### src/rtl/tx_sequence_bits_emitter.sv
// Serial chip emitter: streams one bit column of the 16x256 sequence memory, holding each chip CHIP_CYCLES clocks.
// Optional macro TX_RESTART_EN: a trigger while busy aborts and restarts with the new sequence.
module tx_sequence_bits_emitter #(
    parameter int unsigned SEQ_LEN     = 255,
    parameter int unsigned CHIP_CYCLES = 2,
    parameter int unsigned ADDR_W      = 8
) (
    input  logic              ctx_clk,
    input  logic              rtx_rst,
    input  logic              etx_en,
    input  logic              istart_trig,
    input  logic [3:0]        isequence_sel,
    output logic              omem_rd_en,
    output logic [ADDR_W-1:0] omem_addr,
    input  logic [15:0]       imem_data,
    output logic              otx_bit,
    output logic              otx_valid,
    output logic              obusy,
    output logic              odone
);

    localparam int unsigned HOLD_W = (CHIP_CYCLES > 1) ? $clog2(CHIP_CYCLES) : 1;
    localparam logic [ADDR_W-1:0] CHIP_LAST = ADDR_W'(SEQ_LEN - 1);
    localparam logic [HOLD_W-1:0] HOLD_LAST = HOLD_W'(CHIP_CYCLES - 1);

    typedef enum logic [2:0] {IDLE, PREFETCH, LOAD, EMIT, DONE} state_t;

    state_t            state_q, state_d;
    logic [3:0]        seqSel_q, seqSel_d;
    logic [ADDR_W-1:0] chipCnt_q, chipCnt_d;
    logic [HOLD_W-1:0] holdCnt_q, holdCnt_d;
    logic [ADDR_W-1:0] memAddr_q, memAddr_d;
    logic              txBit_q, txBit_d;

    // Read address for the next chip, pinned at the last chip so the port never leaves the sequence.
    function automatic logic [ADDR_W-1:0] satAddr(input logic [ADDR_W:0] a);
        if (a >= {1'b0, CHIP_LAST}) begin
            return CHIP_LAST;
        end
        return a[ADDR_W-1:0];
    endfunction

    always_ff @(posedge ctx_clk) begin
        if (rtx_rst) begin
            state_q   <= IDLE;
            seqSel_q  <= '0;
            chipCnt_q <= '0;
            holdCnt_q <= '0;
            memAddr_q <= '0;
            txBit_q   <= 1'b0;
        end else begin
            state_q   <= state_d;
            seqSel_q  <= seqSel_d;
            chipCnt_q <= chipCnt_d;
            holdCnt_q <= holdCnt_d;
            memAddr_q <= memAddr_d;
            txBit_q   <= txBit_d;
        end
    end

    always_comb begin
        state_d   = state_q;
        seqSel_d  = seqSel_q;
        chipCnt_d = chipCnt_q;
        holdCnt_d = holdCnt_q;
        memAddr_d = memAddr_q;
        txBit_d   = txBit_q;

        case (state_q)
            IDLE, DONE: begin
                chipCnt_d = '0;
                holdCnt_d = '0;
                memAddr_d = '0;
                txBit_d   = 1'b0;
                state_d   = IDLE;
                if (istart_trig) begin
                    state_d  = PREFETCH;
                    seqSel_d = isequence_sel;
                end
            end
            PREFETCH: state_d = LOAD;
            LOAD: begin
                // Word 0 arrives now; chip 1 is requested as chip 0 starts.
                txBit_d   = imem_data[seqSel_q];
                memAddr_d = satAddr((ADDR_W + 1)'(1));
                chipCnt_d = '0;
                holdCnt_d = '0;
                state_d   = EMIT;
            end
            EMIT: begin
                if (holdCnt_q == HOLD_LAST) begin
                    holdCnt_d = '0;
                    if (chipCnt_q == CHIP_LAST) begin
                        state_d   = DONE;
                        memAddr_d = '0;
                        txBit_d   = 1'b0;
                    end else begin
                        chipCnt_d = chipCnt_q + 1'b1;
                        txBit_d   = imem_data[seqSel_q];
                        memAddr_d = satAddr({1'b0, chipCnt_q} + (ADDR_W + 1)'(2));
                    end
                end else begin
                    holdCnt_d = holdCnt_q + 1'b1;
                end
            end
            default: state_d = IDLE;
        endcase

`ifdef TX_RESTART_EN
        if (istart_trig && (state_q == PREFETCH || state_q == LOAD || state_q == EMIT)) begin
            state_d   = PREFETCH;
            seqSel_d  = isequence_sel;
            chipCnt_d = '0;
            holdCnt_d = '0;
            memAddr_d = '0;
            txBit_d   = 1'b0;
        end
`endif

        // Disable overrides everything, including a pending trigger.
        if (!etx_en) begin
            state_d   = IDLE;
            seqSel_d  = '0;
            chipCnt_d = '0;
            holdCnt_d = '0;
            memAddr_d = '0;
            txBit_d   = 1'b0;
        end
    end

    assign omem_rd_en = (state_q == PREFETCH) || (state_q == LOAD) || (state_q == EMIT);
    assign obusy      = omem_rd_en;
    assign otx_valid  = (state_q == EMIT);
    assign otx_bit    = txBit_q & otx_valid;
    assign odone      = (state_q == DONE);
    assign omem_addr  = memAddr_q;

endmodule

### config.mk
export PLATFORM = sky130hd
export DESIGN_NAME = tx_sequence_bits_emitter
export DESIGN_NICKNAME = d
export VERILOG_FILES = /design/src/rtl/tx_sequence_bits_emitter.sv
export SDC_FILE = /design/constraint.sdc
export NUM_CORES = 1
export LEC_CHECK = 0
export BUFFER_PORTS_ARGS = -buffer_cell sky130_fd_sc_hd__buf_2
export CORE_UTILIZATION = 45
export DETAILED_ROUTE_END_ITERATION = 12
export PLACE_DENSITY = 0.76
export SYNTH_ARGS = -nofsm -noshare
export SYNTH_HDL_FRONTEND = slang
export SYNTH_SLANG_ARGS = --single-unit
### constraint.sdc
create_clock -name ctx_clk -period 1.88 [get_ports ctx_clk]
set_input_delay 0.376 -clock ctx_clk [delete_from_list [all_inputs] [get_ports ctx_clk]]
set_output_delay 0.376 -clock ctx_clk [all_outputs]
set_load 0.01 [all_outputs]
After elaboration in Yosys (flattened, before gate mapping)
Cells that the tools add are included.
Operators by class
  reduce and logical (&&, ||, !) cells: 12
  mux-type cells: 23
  $lt $le $gt $ge: 2
  add/sub/neg operators: 3
  bitwise gates (word level): 2
  equality and inequality tests: 8
Operator list (count)
  8-bit 2-to-1 mux: 6
  8-bit one-hot mux with 3 select lines: 1
  8-bit one-hot mux with 2 select lines: 1
  3-bit one-hot mux with 4 select lines: 1
  8-bit by 2-bit adder with 9-bit output, second input constant: 1
  9-bit by 8-bit >= comparator with 1-bit output, second input constant: 1
  1-bit 2-to-1 mux: 9
  8-bit by 1-bit adder with 8-bit output, second input constant: 1
  8-bit equality test, second input constant: 1
  3-bit by 2-bit equality test with 1-bit output, second input constant: 2
  3-bit 2-to-1 mux: 2
  2-bit AND reduction: 3
  4-bit by 5-bit less-than comparator with 1-bit output, second input constant: 1
  1-bit binary-select mux with 4-bit select: 1
  2-bit by 1-bit inequality test with 1-bit output, second input constant: 2
  2-bit OR reduction: 2
  3-bit by 1-bit equality test with 1-bit output, second input constant: 1
  3-bit equality test, second input constant: 1
  3-bit zero test: 1
  1-bit one-hot mux with 3 select lines: 1
  3-bit AND reduction: 1
  3-bit nonzero test: 1
  3-bit OR reduction: 1
  1-bit logical OR: 2
  6 further kinds: 6
Storage, ports and cells
  flip-flop bits (word level): 25
  input bits: 24
  output and inout port bits: 13

Depth between registers and ports, before layout
  depth in word-level cells: 10
  mapped depth: 6

Worst setup path before layout
No wires, ideal clock.
  path type: register to register
  from: register chipCnt_q[1]
  to: register memAddr_q[0] (netlist: omem_addr[0])
  buffers on the path: 0
  data required time: 1.764 ns
  arrival: 1.565 ns
  stages on the path, launching flop included: 7
  clock period less this slack: 1.682 ns
  slack: 0.198 ns
  cells stage by stage: dfxtp_1 > inv_1 > ha_1 > nand2b_1 > a211oi_1 > o211ai_1 > a31o_2
On the way
  word-level cells in the longest chain between the ends: 10
  elaborated cells between the ends (all ways): 11
  classes of those cells: add/sub: 1; order compare: 1; eq/ne: 1; mux: 8
RTL lines
  start, declared: line 30  | logic [ADDR_W-1:0] chipCnt_q, chipCnt_d;
  start signal, assigned: line 54  | chipCnt_q <= chipCnt_d;
  8-bit by 2-bit adder with 9-bit output: line 100  | memAddr_d = satAddr({1'b0, chipCnt_q} + (ADDR_W + 1)'(2));
  9-bit by 8-bit >= comparator with 1-bit output: line 37  | if (a >= {1'b0, CHIP_LAST}) begin
  1-bit 2-to-1 mux: line 37
  1-bit 2-to-1 mux: line 93  | if (chipCnt_q == CHIP_LAST) begin
  1-bit 2-to-1 mux: line 91  | if (holdCnt_q == HOLD_LAST) begin
  1-bit 2-to-1 mux: line 69  | case (state_q)
  8-bit 2-to-1 mux: line 40  | return a[ADDR_W-1:0];
  8-bit 2-to-1 mux (*): line 93
  8-bit 2-to-1 mux (*): line 91
  8-bit one-hot mux with 3 select lines (*): line 69
  end signal, assigned: line 56  | memAddr_q <= memAddr_d;
  end, declared: line 32  | logic [ADDR_W-1:0] memAddr_q, memAddr_d;
Mark *: on every way between the ends. The rest lies on a longest branch, timed or not. The select of a mux whose other input is x is not followed.
A chain may end at the register's enable or synchronous reset.

Worst setup path in the final report
  from: register chipCnt_q[0]
  to: register chipCnt_q[5]
On the way
  word-level cells in the longest chain between the ends: 4
  elaborated cells between the ends (all ways): 7
  classes of those cells: add/sub: 1; eq/ne: 2; mux: 3; reduce/logical: 1
RTL lines
  8-bit by 1-bit adder with 8-bit output: line 98  | chipCnt_d = chipCnt_q + 1'b1;
  8-bit 2-to-1 mux: line 93
  8-bit 2-to-1 mux: line 91
  8-bit one-hot mux with 2 select lines: line 69
Several ways; a longest one is shown, not always the timed one. The select of a mux whose other input is x is not followed.

==> flow_metrics.env <==
export IMPL_status="finished clean"
export IMPL_syn_num_nets=213
export IMPL_hold_depth=3
export IMPL_ctsRootBufferMaster="clkbuf_4"
export IMPL_syn_inst=184
export IMPL_vias=1463
export IMPL_clock_skew_ps=10.3
export IMPL_cts_sinks=25
export IMPL_drv_slew=0
export IMPL_grt_remaining_overflow=0
export IMPL_maxSlewHeadroom_pct=72.3
export IMPL_netlist_area_um2=1520
export IMPL_drive_above_1_share_pct=27.2
export IMPL_critPathRequiredTime_ps=2140
export IMPL_finalSetupViolCount=0
export IMPL_tightest_slew_ps=405
export IMPL_ctsHoldBuffers=0
export IMPL_seq_area_frac_synth_pct=32.9
export IMPL_wl_per_cell_um=12.7
export IMPL_core_area_um2=3130
export IMPL_cts_max_path_buffers=2
export IMPL_clkLatencyLatePin_ps=320
export IMPL_nNetsFinal=254
export IMPL_power_per_cell_area_nw_per_um2=480
export IMPL_fin_crit_ps=1750
export IMPL_row_count=20
export IMPL_gp_congestion=0.841
export IMPL_drt_iter0_markers=60
export IMPL_crit_chain="inv_1 -> ha_1 -> and4_1 -> a21o_1 -> a211oi_1 -> mux2i_1"
export IMPL_leakage_nw=0.708
export IMPL_grt_usage_pct=20.6
export IMPL_worstSetupPathType="flop to flop"
export IMPL_synth_top_area_cell="dfxtp_1"
export IMPL_postCtsSetupBuffers=0
export IMPL_cp_arrival_ps=2010
export IMPL_firstDrtPassIters=4
export IMPL_antenna_found_initial=0
export IMPL_finalCritPeriodShare_pct=93.3
export IMPL_hold_viol=0
export IMPL_timing_fmax_ghz=0.570
export IMPL_synth_area_leaders="dfxtp_1 33%, nand2_1 6.7%, a21oi_1 4.3%"
export IMPL_grt_first_pass_wirelength_um=5660
export IMPL_synthMostInstantiatedCell="nand2_1"
export IMPL_syn_to_final_growth_pct=19.2
export IMPL_ys_flop_type="dfxtp_1"
export IMPL_fill_cells=292
export IMPL_r2r_cells=6
export IMPL_synth_edf_count=0
export IMPL_crit_cells=6
export IMPL_cap_violations=0
export IMPL_rsz0062_at_grt="false"
export IMPL_ys_ff_latch=25
export IMPL_crit_family="compound AO/OA/AOI/OAI gates"
export IMPL_fin_tns_setup_ps=0
export IMPL_ir_worst_vdd_mv=0.391
export IMPL_ant_nets=0
export IMPL_cts_buffers_inserted=3
export IMPL_cpPeakStageDelay_ps=390
export IMPL_netlist_cell_type_count=44
export IMPL_vias_per_cell=5.46
export IMPL_synth_avg_cell_area_um2=8.27
export IMPL_routed_wl_um=3390
export IMPL_slowest_stage="dfxtp_1"
export IMPL_synth_common_cells="27 x nand2_1, 25 x dfxtp_1, 13 x a21oi_1"
export IMPL_dp_hpwl_um=2680
export IMPL_drc=0
export IMPL_ys_warn_count=0
export IMPL_cts_max_level=1
export IMPL_synth_top_cell_area_share_pct=32.9
export IMPL_endpoint_kind="flop"
export IMPL_critPathMaxFanout=6
export IMPL_startpoint_type="flop"
export IMPL_dieWidth_um=60.1
export IMPL_min_path_type="input pin to flop"
export IMPL_diodes=0
export IMPL_port_buffers=36
export IMPL_grt_max_degree=15
export IMPL_start_util_pct=48.6
export IMPL_ys_async_sr_fraction_pct=0
export IMPL_first_global_vias=1266
export IMPL_clk_pin_slew_ps=140
export IMPL_cts_tree="yes"
export IMPL_path_buf_inv=1
export IMPL_die_area_um2=3620
export IMPL_ios=37
export IMPL_total_power_w=0.000870
export IMPL_fp_dieH_um=60.1
timing repair:
item | CTS | global route
gates resized for setup | 1 | 4
setup endpoints to repair | 1 | 5
gates cloned | 0 | 0
area by class of cell:
type / instances / area, µm² / share of cell area (%)
multi-input cells: 145 / 965 / 53.2
flip-flops and latches: 25 / 503 / 27.7
repair buffers: 44 / 240 / 13.3
well taps: 44 / 55.1 / 3.04
clock buffers: 3 / 22.5 / 1.24
inverters: 6 / 22.5 / 1.24
clock inverters: 1 / 5.00 / 0.276
sequential cells by signal, indices dropped and copies added (netlist names):
register / flops
chipCnt_q: 8
omem_addr: 8
seqSel_q: 4
state_q: 3
holdCnt_q: 1
txBit_q: 1
routing by layer:
layer	part of all wire [%]	vias to the layer above	GRT usage, %
li1	-	765	-
met1	50	660	28.3
met2	46	34	32.2
met3	3.1	4	4.76
met4	1.4	0	5.32
met5	0	-	0
worst register-to-register path, cell delays in order (launching register included):
cell      delay [ps]
dfxtp_1          390
inv_1             70
ha_1             210
and4_1           240
a21o_1           260
a211oi_1         300
mux2i_1          210
path summary, 6_finish.rpt:
check,from,endpoint,slack [ps]
max,chipCnt_q[0]$_SDFFE_PP0P_,chipCnt_q[5]$_SDFFE_PP0P_,130
min,isequence_sel[3],seqSel_q[3]$_SDFFE_PP0P_,280
max reg2reg,chipCnt_q[0]$_SDFFE_PP0P_,chipCnt_q[5]$_SDFFE_PP0P_,130
min reg2reg,omem_addr[7]$_SDFFE_PP0P_,omem_addr[7]$_SDFFE_PP0P_,450
layout by cell type, fill, tap and decap left out, types with 3 or more instances in the layout:
cell type  netlist  layout
a2111oi_0        3       3
a211oi_1         6       5
a21oi_1         13      13
buf_2            4      36
buf_4            1       8
clkbuf_4         0       3
dfxtp_1         25      23
ha_1             5       5
inv_1            6       6
mux2_2           4       4
mux2i_1          5       5
nand2_1         27      27
nand2b_1         5       5
nand3_1         11      11
nor2_1           8       7
nor3_1           7       6
o21ai_0          8       8
o22ai_1          3       3
or3_1            5       5
xnor2_1          3       3
kinds of logic (layout without fill, tap and decap cells):
family / after synthesis / in the layout / share of synthesized area, %
and+or+nand+nor: 77 / 77 / 25.0
adders and majority gates: 5 / 5 / 4.11
DFF: 25 / 25 / 32.9
muxes: 11 / 11 / 9.70
buffers and inverters: 14 / 54 / 4.52
xor gates and xnor gates: 3 / 3 / 1.73
AOI/OAI and AO/OA: 49 / 49 / 22.0
where the power goes:
group	internal, W	switching (W)
Clock	0.0000797	0.000165
Sequential	0.000535	0.00000811
Combinational	0.0000460	0.0000365
stage by stage:
stage	cells	setup WS [ps]	cell area, µm²	util, %	hold slack [ps]
2_1_floorplan	184	198	1520	-	441
3_3_place_gp	264	197	1770	56.6	419
3_5_place_dp	264	159	1770	56.6	436
4_1_cts	268	63.6	1800	57.6	281
5_1_grt	268	11.9	1810	58.0	268
6_report	268	125	1810	58.0	277
(Power assumes the default switching activity.)
